## src/rtl/multitap_keypad_ctrl.sv

```systemverilog
// Matrix keypad scanner with debounce and multi-tap letter entry.
// Committed ASCII letters leave through a one-entry valid/ready register.
module multitap_keypad_ctrl #(
    parameter int NUM_ROWS        = 4,
    parameter int NUM_COLS        = 3,
    parameter int DEBOUNCE_FRAMES = 3,
    parameter int TAP_TIMEOUT     = 100,
    parameter int LETTERS_PER_KEY = 3,
    parameter int NUM_LETTER_KEYS = 9,
    parameter int SUBMIT_KEY      = 9,
    parameter int CLEAR_KEY       = 10,
    parameter int WORD_KEY        = 11
) (
    input  logic                clk,
    input  logic                nRst,
    input  logic                enable,
    input  logic [NUM_ROWS-1:0] row_in,
    output logic [NUM_COLS-1:0] col_drive,
    output logic [7:0]          pend_letter,
    output logic                pend_valid,
    output logic [7:0]          out_letter,
    output logic                out_valid,
    input  logic                out_ready,
    output logic                word_submit,
    output logic                key_error
);

    localparam int NUM_KEYS = NUM_ROWS * NUM_COLS;
    localparam int KW = (NUM_KEYS > 1) ? $clog2(NUM_KEYS) : 1;
    localparam int CW = (NUM_COLS > 1) ? $clog2(NUM_COLS) : 1;
    localparam int DW = $clog2(DEBOUNCE_FRAMES + 1);
    localparam int TW = $clog2(TAP_TIMEOUT + 1);
    localparam int IW = $clog2(LETTERS_PER_KEY + 1);

    localparam logic [1:0] K_NONE   = 2'd0;
    localparam logic [1:0] K_SINGLE = 2'd1;
    localparam logic [1:0] K_MULTI  = 2'd2;

    localparam logic [0:0] S_IDLE = 1'b0;
    localparam logic [0:0] S_TAP  = 1'b1;

    function automatic logic [7:0] letter_of(input logic [KW-1:0] key, input logic [IW-1:0] idx);
        letter_of = 8'h41 + 8'(key) * 8'(LETTERS_PER_KEY) + 8'(idx);
    endfunction

    // Next tap index: wraps after the last letter of the key or past 'Z'.
    function automatic logic [IW-1:0] next_idx(input logic [KW-1:0] key, input logic [IW-1:0] idx);
        logic [IW-1:0] n;
        n = idx + IW'(1);
        if ((n >= IW'(LETTERS_PER_KEY)) || (letter_of(key, n) > 8'h5A)) begin
            next_idx = '0;
        end else begin
            next_idx = n;
        end
    endfunction

    logic [CW-1:0] col_q, col_d;
    logic [1:0]    acc_cnt_q, acc_cnt_d;
    logic [KW-1:0] acc_key_q, acc_key_d;
    logic [1:0]    prev_kind_q, prev_kind_d;
    logic [KW-1:0] prev_key_q, prev_key_d;
    logic [DW-1:0] cnt_q, cnt_d;
    logic          pressed_q, pressed_d;
    logic          press_vld_q, press_vld_d;
    logic [KW-1:0] press_key_q, press_key_d;

    logic [0:0]    state_q, state_d;
    logic [KW-1:0] tap_key_q, tap_key_d;
    logic [IW-1:0] tap_idx_q, tap_idx_d;
    logic [TW-1:0] timer_q, timer_d;
    logic [7:0]    pend_letter_q, pend_letter_d;
    logic [7:0]    out_letter_q, out_letter_d;
    logic          out_valid_q, out_valid_d;
    logic          word_submit_q, word_submit_d;
    logic          key_error_q, key_error_d;

    logic [1:0]    row_cnt_s, base_cnt_s, frame_cnt_s, kind_s;
    logic [2:0]    sum_s;
    logic [KW-1:0] row_key_s, frame_key_s;
    logic          frame_end_s, same_s, press_s, release_s, multi_err_s;
    logic [DW-1:0] cnt_next_s;
    logic          can_load_s, commit_s, is_letter_s;

    assign col_drive   = enable ? (NUM_COLS'(1) << col_q) : '0;
    assign pend_letter = pend_letter_q;
    assign pend_valid  = (state_q == S_TAP);
    assign out_letter  = out_letter_q;
    assign out_valid   = out_valid_q;
    assign word_submit = word_submit_q;
    assign key_error   = key_error_q;

    // Classify the frame: rows hit in this column merged with earlier columns.
    always_comb begin
        row_cnt_s = 2'd0;
        row_key_s = '0;
        for (int r = NUM_ROWS - 1; r >= 0; r--) begin
            row_cnt_s = (row_cnt_s == 2'd2) ? 2'd2 : row_cnt_s + {1'b0, row_in[r]};
            row_key_s = row_in[r] ? (KW'(r * NUM_COLS) + KW'(col_q)) : row_key_s;
        end
        base_cnt_s  = (col_q == '0) ? 2'd0 : acc_cnt_q;
        sum_s       = {1'b0, base_cnt_s} + {1'b0, row_cnt_s};
        frame_cnt_s = (sum_s >= 3'd2) ? 2'd2 : sum_s[1:0];
        frame_key_s = (base_cnt_s == 2'd0) ? row_key_s : acc_key_q;
        frame_end_s = enable && (col_q == CW'(NUM_COLS - 1));
        case (frame_cnt_s)
            2'd0:    kind_s = K_NONE;
            2'd1:    kind_s = K_SINGLE;
            default: kind_s = K_MULTI;
        endcase
        same_s = (kind_s == prev_kind_q) && ((kind_s != K_SINGLE) || (frame_key_s == prev_key_q));
        if (kind_s == K_MULTI) begin
            cnt_next_s = '0;
        end else if (same_s) begin
            cnt_next_s = (cnt_q == DW'(DEBOUNCE_FRAMES)) ? cnt_q : cnt_q + DW'(1);
        end else begin
            cnt_next_s = DW'(1);
        end
        press_s     = frame_end_s && (kind_s == K_SINGLE) && !pressed_q && (cnt_next_s == DW'(DEBOUNCE_FRAMES));
        release_s   = frame_end_s && (kind_s == K_NONE) && pressed_q && (cnt_next_s == DW'(DEBOUNCE_FRAMES));
        multi_err_s = frame_end_s && (kind_s == K_MULTI) && (prev_kind_q != K_MULTI);
    end

    // Scan counter, frame accumulator and debounce next state.
    always_comb begin
        col_d       = col_q;
        acc_cnt_d   = acc_cnt_q;
        acc_key_d   = acc_key_q;
        prev_kind_d = prev_kind_q;
        prev_key_d  = prev_key_q;
        cnt_d       = cnt_q;
        pressed_d   = pressed_q;
        press_vld_d = 1'b0;
        press_key_d = press_key_q;
        if (!enable) begin
            col_d       = '0;
            acc_cnt_d   = 2'd0;
            acc_key_d   = '0;
            prev_kind_d = K_NONE;
            prev_key_d  = '0;
            cnt_d       = '0;
            pressed_d   = 1'b0;
        end else begin
            col_d     = (col_q == CW'(NUM_COLS - 1)) ? '0 : col_q + CW'(1);
            acc_cnt_d = frame_cnt_s;
            acc_key_d = frame_key_s;
            if (frame_end_s) begin
                prev_kind_d = kind_s;
                prev_key_d  = frame_key_s;
                cnt_d       = cnt_next_s;
                pressed_d   = press_s ? 1'b1 : (release_s ? 1'b0 : pressed_q);
                press_vld_d = press_s;
                press_key_d = frame_key_s;
            end else begin
                press_key_d = press_key_q;
            end
        end
    end

    // Tap FSM, commit path and output handshake.
    always_comb begin
        state_d       = state_q;
        tap_key_d     = tap_key_q;
        tap_idx_d     = tap_idx_q;
        timer_d       = timer_q;
        commit_s      = 1'b0;
        word_submit_d = 1'b0;
        key_error_d   = multi_err_s;
        out_letter_d  = out_letter_q;
        out_valid_d   = out_valid_q && !out_ready;
        can_load_s    = !out_valid_q || out_ready;
        is_letter_s   = (int'(press_key_q) < NUM_LETTER_KEYS);
        if (!enable) begin
            state_d   = S_IDLE;
            tap_key_d = '0;
            tap_idx_d = '0;
            timer_d   = '0;
        end else if (state_q == S_IDLE) begin
            if (press_vld_q && is_letter_s) begin
                state_d   = S_TAP;
                tap_key_d = press_key_q;
                tap_idx_d = '0;
                timer_d   = '0;
            end else if (press_vld_q && (press_key_q == KW'(WORD_KEY))) begin
                word_submit_d = 1'b1;
            end else begin
                state_d = S_IDLE;
            end
        end else begin
            if (press_vld_q && is_letter_s && (press_key_q == tap_key_q)) begin
                tap_idx_d = next_idx(tap_key_q, tap_idx_q);
                timer_d   = '0;
            end else if (press_vld_q && (is_letter_s || (press_key_q == KW'(SUBMIT_KEY))
                                         || (press_key_q == KW'(WORD_KEY)))) begin
                // A blocked output drops the whole press, word pulse included.
                if (can_load_s) begin
                    commit_s      = 1'b1;
                    word_submit_d = (press_key_q == KW'(WORD_KEY));
                    if (is_letter_s) begin
                        tap_key_d = press_key_q;
                        tap_idx_d = '0;
                        timer_d   = '0;
                    end else begin
                        state_d = S_IDLE;
                    end
                end else begin
                    key_error_d = 1'b1;
                end
            end else if (press_vld_q && (press_key_q == KW'(CLEAR_KEY))) begin
                state_d = S_IDLE;
            end else if (timer_q >= TW'(TAP_TIMEOUT - 1)) begin
                if (can_load_s) begin
                    commit_s = 1'b1;
                    state_d  = S_IDLE;
                end else begin
                    timer_d = timer_q;
                end
            end else begin
                timer_d = timer_q + TW'(1);
            end
        end
        if (state_d == S_IDLE) begin
            tap_key_d     = '0;
            tap_idx_d     = '0;
            timer_d       = '0;
            pend_letter_d = 8'h00;
        end else begin
            pend_letter_d = letter_of(tap_key_d, tap_idx_d);
        end
        if (commit_s) begin
            out_letter_d = pend_letter_q;
            out_valid_d  = 1'b1;
        end else begin
            out_letter_d = out_letter_q;
        end
    end

    // Scan and debounce registers.
    always_ff @(posedge clk or negedge nRst) begin
        if (!nRst) begin
            col_q       <= '0;
            acc_cnt_q   <= 2'd0;
            acc_key_q   <= '0;
            prev_kind_q <= K_NONE;
            prev_key_q  <= '0;
            cnt_q       <= '0;
            pressed_q   <= 1'b0;
            press_vld_q <= 1'b0;
            press_key_q <= '0;
        end else begin
            col_q       <= col_d;
            acc_cnt_q   <= acc_cnt_d;
            acc_key_q   <= acc_key_d;
            prev_kind_q <= prev_kind_d;
            prev_key_q  <= prev_key_d;
            cnt_q       <= cnt_d;
            pressed_q   <= pressed_d;
            press_vld_q <= press_vld_d;
            press_key_q <= press_key_d;
        end
    end

    // FSM and output registers.
    always_ff @(posedge clk or negedge nRst) begin
        if (!nRst) begin
            state_q       <= S_IDLE;
            tap_key_q     <= '0;
            tap_idx_q     <= '0;
            timer_q       <= '0;
            pend_letter_q <= 8'h00;
            out_letter_q  <= 8'h00;
            out_valid_q   <= 1'b0;
            word_submit_q <= 1'b0;
            key_error_q   <= 1'b0;
        end else begin
            state_q       <= state_d;
            tap_key_q     <= tap_key_d;
            tap_idx_q     <= tap_idx_d;
            timer_q       <= timer_d;
            pend_letter_q <= pend_letter_d;
            out_letter_q  <= out_letter_d;
            out_valid_q   <= out_valid_d;
            word_submit_q <= word_submit_d;
            key_error_q   <= key_error_d;
        end
    end

endmodule

```

## config.mk

```make
export PLATFORM = sky130hd
export DESIGN_NAME = multitap_keypad_ctrl
export DESIGN_NICKNAME = d
export VERILOG_FILES = /design/src/rtl/multitap_keypad_ctrl.sv
export SDC_FILE = /design/constraint.sdc
export NUM_CORES = 1
export LEC_CHECK = 0
export ABC_AREA = 1
export CAP_MARGIN = 20
export CORE_MARGIN = 2
export CORE_UTILIZATION = 30
export DETAILED_ROUTE_END_ITERATION = 12
export GPL_TIMING_DRIVEN = 0
export PLACE_DENSITY = 0.53
export SLEW_MARGIN = 0
export SYNTH_ARGS = -nofsm -noshare
export SYNTH_HDL_FRONTEND = slang
export SYNTH_SLANG_ARGS = --single-unit
```

## constraint.sdc

```tcl
create_clock -name clk -period 10.3 [get_ports clk]
set_input_delay 2.06 -clock clk [delete_from_list [all_inputs] [get_ports clk]]
set_output_delay 2.06 -clock clk [all_outputs]
set_load 0.02 [all_outputs]
```

==> summary.md <==
| Metric | Value |
|---|---|
| Outcome | `finished clean` |
| Sink Count | `52` |
| Startpoint Class | `input port` |
| DRC viols | `0` |
| Routed WL | `7422 um` |
| EDFF count, synth | `0` |
| H-tree levels | `2` |
| Final Core Density | `roughly 36%` |
| Final nets | `504` |
| Gpl congestion | `0.8713` |
| Largest net degree at the start of global routing | `28` |
| Critical Path Sink Type | `primary output` |
| Gr ovfl total | `0` |
| Via/cell ratio | `4.720` |
| # hold bufs at CTS | `0` |
| Via count | `2879` |
| Synthesis-to-layout area growth | `18.23%` |
| Leakage Power | `2.053 nW` |
| Fin Clk Skew | `0.007703 ns` |
| Register area share after synthesis | `37.76%` |
| Setup Fix Bufs, Post-CTS | `0` |
| Vias in the first global route | `2743` |
| Post-layout power | `between 400 and 500 uW` |
| First-pass GRT wire length | `13060 um` |
| Antenna Nets Post-Route | `0` |
| Worst vdd ir | `0.06936 mV` |
| Clock period minus worst slack | `5.849 ns` |
| F_max | `0.1710 GHz` |
| Post-CTS sizing | `0` |
| Arrival @ worst endpoint | `3.79 ns` |
| Synth Warn # | `0` |
| Most used DFF post-synth | `dfrtp_1` |
| Slew @ Worst Pin | `0.6394 ns` |
| # IOs | `31` |
| Slew Limit Headroom | `56.92%` |
| Crit path required time | `8.24 ns` |
| DRT Pass-1 Iters | `5` |
| Syn_area_per_cell | `between 8 and 9 um2` |
| Die ar. | `around 12000 um2` |
| Worst Path Max Fanout | `9` |
| Syn Inst Count | `429` |
| Max Slew Vio Count | `0` |
| Die X-Extent | `111.2 um` |
| Fin. Hold Viols | `0` |
| Kind of critical path | `input port to primary output` |
| RSZ-0062 raised after global routing | `false` |
| CTS tree | `done` |
| Die height | `111.2 um` |
| Per-cell routed wire length | `approximately 12 um` |
| Max-cap violation count | `0` |
| Port bufs | `28` |
| Yosys cell types | `42` |
| Number of DRC markers in iteration 0 | `165` |
| Filler cells | `roughly 1200` |
| Share of layout cells above drive strength 1 | `approximately 10%` |
| Clock Latency Late Sink | `about 0.29 ns` |
| Crit share post-route | `around 57%` |
| Post-synth ARST share | `100.0%` |
| Post-synthesis register bit count | `52` |
| CTS Buf Count | `5` |
| Final setup fails | `0` |
| Min-delay worst type | `flip-flop to flip-flop` |
| Clk pin slew, worst setup/hold paths | `0.07 ns` |
| Row cnt | `39` |
| Diode count | `0` |
| Clk root buf | `clkbuf_16` |
| Total track usage | `12.84%` |
| Deepest clock path buffer count | `2` |
| DP HPWL | `5829 um` |
| Initial Util | `30.44%` |
| Setup_tns | `0 ns` |
| Netlist Area Pre-Place | `roughly 3400 um2` |
| PwrDens | `115.3 nW/um2` |
| Initial antenna violation count | `0` |
| Core area | `11320 um2` |
## path summary, 6_finish.rpt
| kind | cells after the start | from | slack (ns) | to |
|---|---|---|---|---|
| max | 4 | enable | 4.45 | col_drive[2] |
| min | 2 | out_letter[6] | 0.46 | out_letter[6] |
| max reg2reg | 22 | tap_idx_q[0] | 6.10 | pend_letter[4] |
| min reg2reg | 2 | out_letter[6] | 0.46 | out_letter[6] |
| max in group asynchronous | 2 | nRst | 7.95 | tap_idx_q[1] |
| min in group asynchronous | 1 | nRst | 1.79 | timer_q[4] |
## critical path, cell delays in order
cell	delay, ns
clkdlybuf4s50_1	0.68
nand2_1	0.20
clkinv_1	0.21
clkdlybuf4s50_1	0.64
## sequential cells by signal, indices dropped and copies added, names as in the netlist, 2 cells and up
signal,flops
acc_cnt_q,2
out_letter,7
tap_idx_q,2
tap_key_q,4
acc_key_q,4
prev_kind_q,2
cnt_q,2
pend_letter,7
timer_q,7
prev_key_q,4
press_key_q,4
col_q,2
## cells in the mapped netlist, types with 2 or more instances
cell type | count | area [um2]
a21oi_1 | 15 | 75.07
buf_4 | 4 | 30.03
dfrtp_1 | 52 | 1301
fa_1 | 6 | 120.1
ha_1 | 24 | 300.3
inv_1 | 65 | 244.0
inv_2 | 7 | 26.28
mux2_4 | 6 | 90.09
nand2_1 | 96 | 360.4
nand2_2 | 5 | 31.28
nand2_4 | 2 | 22.52
nand3_1 | 23 | 115.1
nand4_1 | 13 | 81.33
nor2_1 | 38 | 142.6
nor2_2 | 4 | 25.02
nor3_1 | 2 | 10.01
nor4_1 | 5 | 31.28
o211ai_1 | 7 | 52.55
o21ai_0 | 17 | 85.08
o21ai_1 | 6 | 30.03
o22ai_1 | 6 | 37.54
or2_2 | 2 | 12.51
xor2_1 | 5 | 43.79
## power by group
part	total [mW]	switching [mW]	internal, mW
Combinational	0.0760	0.0511	0.0249
Sequential	0.224	0.0110	0.213
Clock	0.170	0.0728	0.0969
Total	0.470	0.135	0.335
## kinds of logic after synthesis
group                    synth area share [%]
AND/OR/NAND/NOR                         25.16
buffers and inverters                   9.913
AO/OA/AOI/OAI                           10.71
flip-flops                              37.76
adder cells (fa/ha/maj)                 12.20
XOR/XNOR                                1.525
multiplexers                            2.614
other                                  0.1088
## area by class of cell
type	instances	area [um2]	share of cell area, %
clock inverters	1	7.507	0.1843
repair buffers	29	295.3	7.248
flip-flops and latches	52	1301	31.94
clock buffers	7	142.6	3.501
well taps	143	178.9	4.392
inverters	74	282.8	6.941
plain buffers	7	58.81	1.443
multi-input cells	297	1807	44.35
## stage by stage
step                cells  setup slack (ns)  cell area, um2  hold slack, ns
CTS                   610             4.440            4074          0.4698
global placement      601             4.439            3909          0.4472
floorplan             430             5.638            3450          0.4657
global route          610             4.353            4074          0.4906
detailed placement    602             4.440            3924          0.4510
finish                610             4.451            4074          0.4626
## per-layer routing
layer  part of all wire, %  vias to the layer above  global-route usage, %  wire (um)
met5                     0                        -                      0          0
met4                   1.4                        0                  4.198        107
met3                   3.0                        5                  2.624        223
met2                    46                       50                  20.33       3438
met1                    49                     1356                  17.61       3652
li1                      -                     1468                      -          -
## placed cells by master (no fill, tap or decap), types with 2 or more instances in the layout
cell type,count
nor4_1,5
dfrtp_1,52
inv_2,7
buf_2,2
clkbuf_1,2
o21ai_1,6
a21oi_1,15
nand4_1,13
inv_1,65
nand2_4,2
or2_2,2
clkbuf_16,5
nor2_2,4
fa_1,6
o21ai_0,17
nand3_1,23
nand2_1,96
mux2_4,6
o211ai_1,7
buf_12,2
xor2_1,5
nor3_1,2
o22ai_1,6
nor2_1,38
buf_4,4
clkdlybuf4s50_1,27
nand2_2,5
ha_1,24
conb_1,2
(Power assumes the default switching activity.)
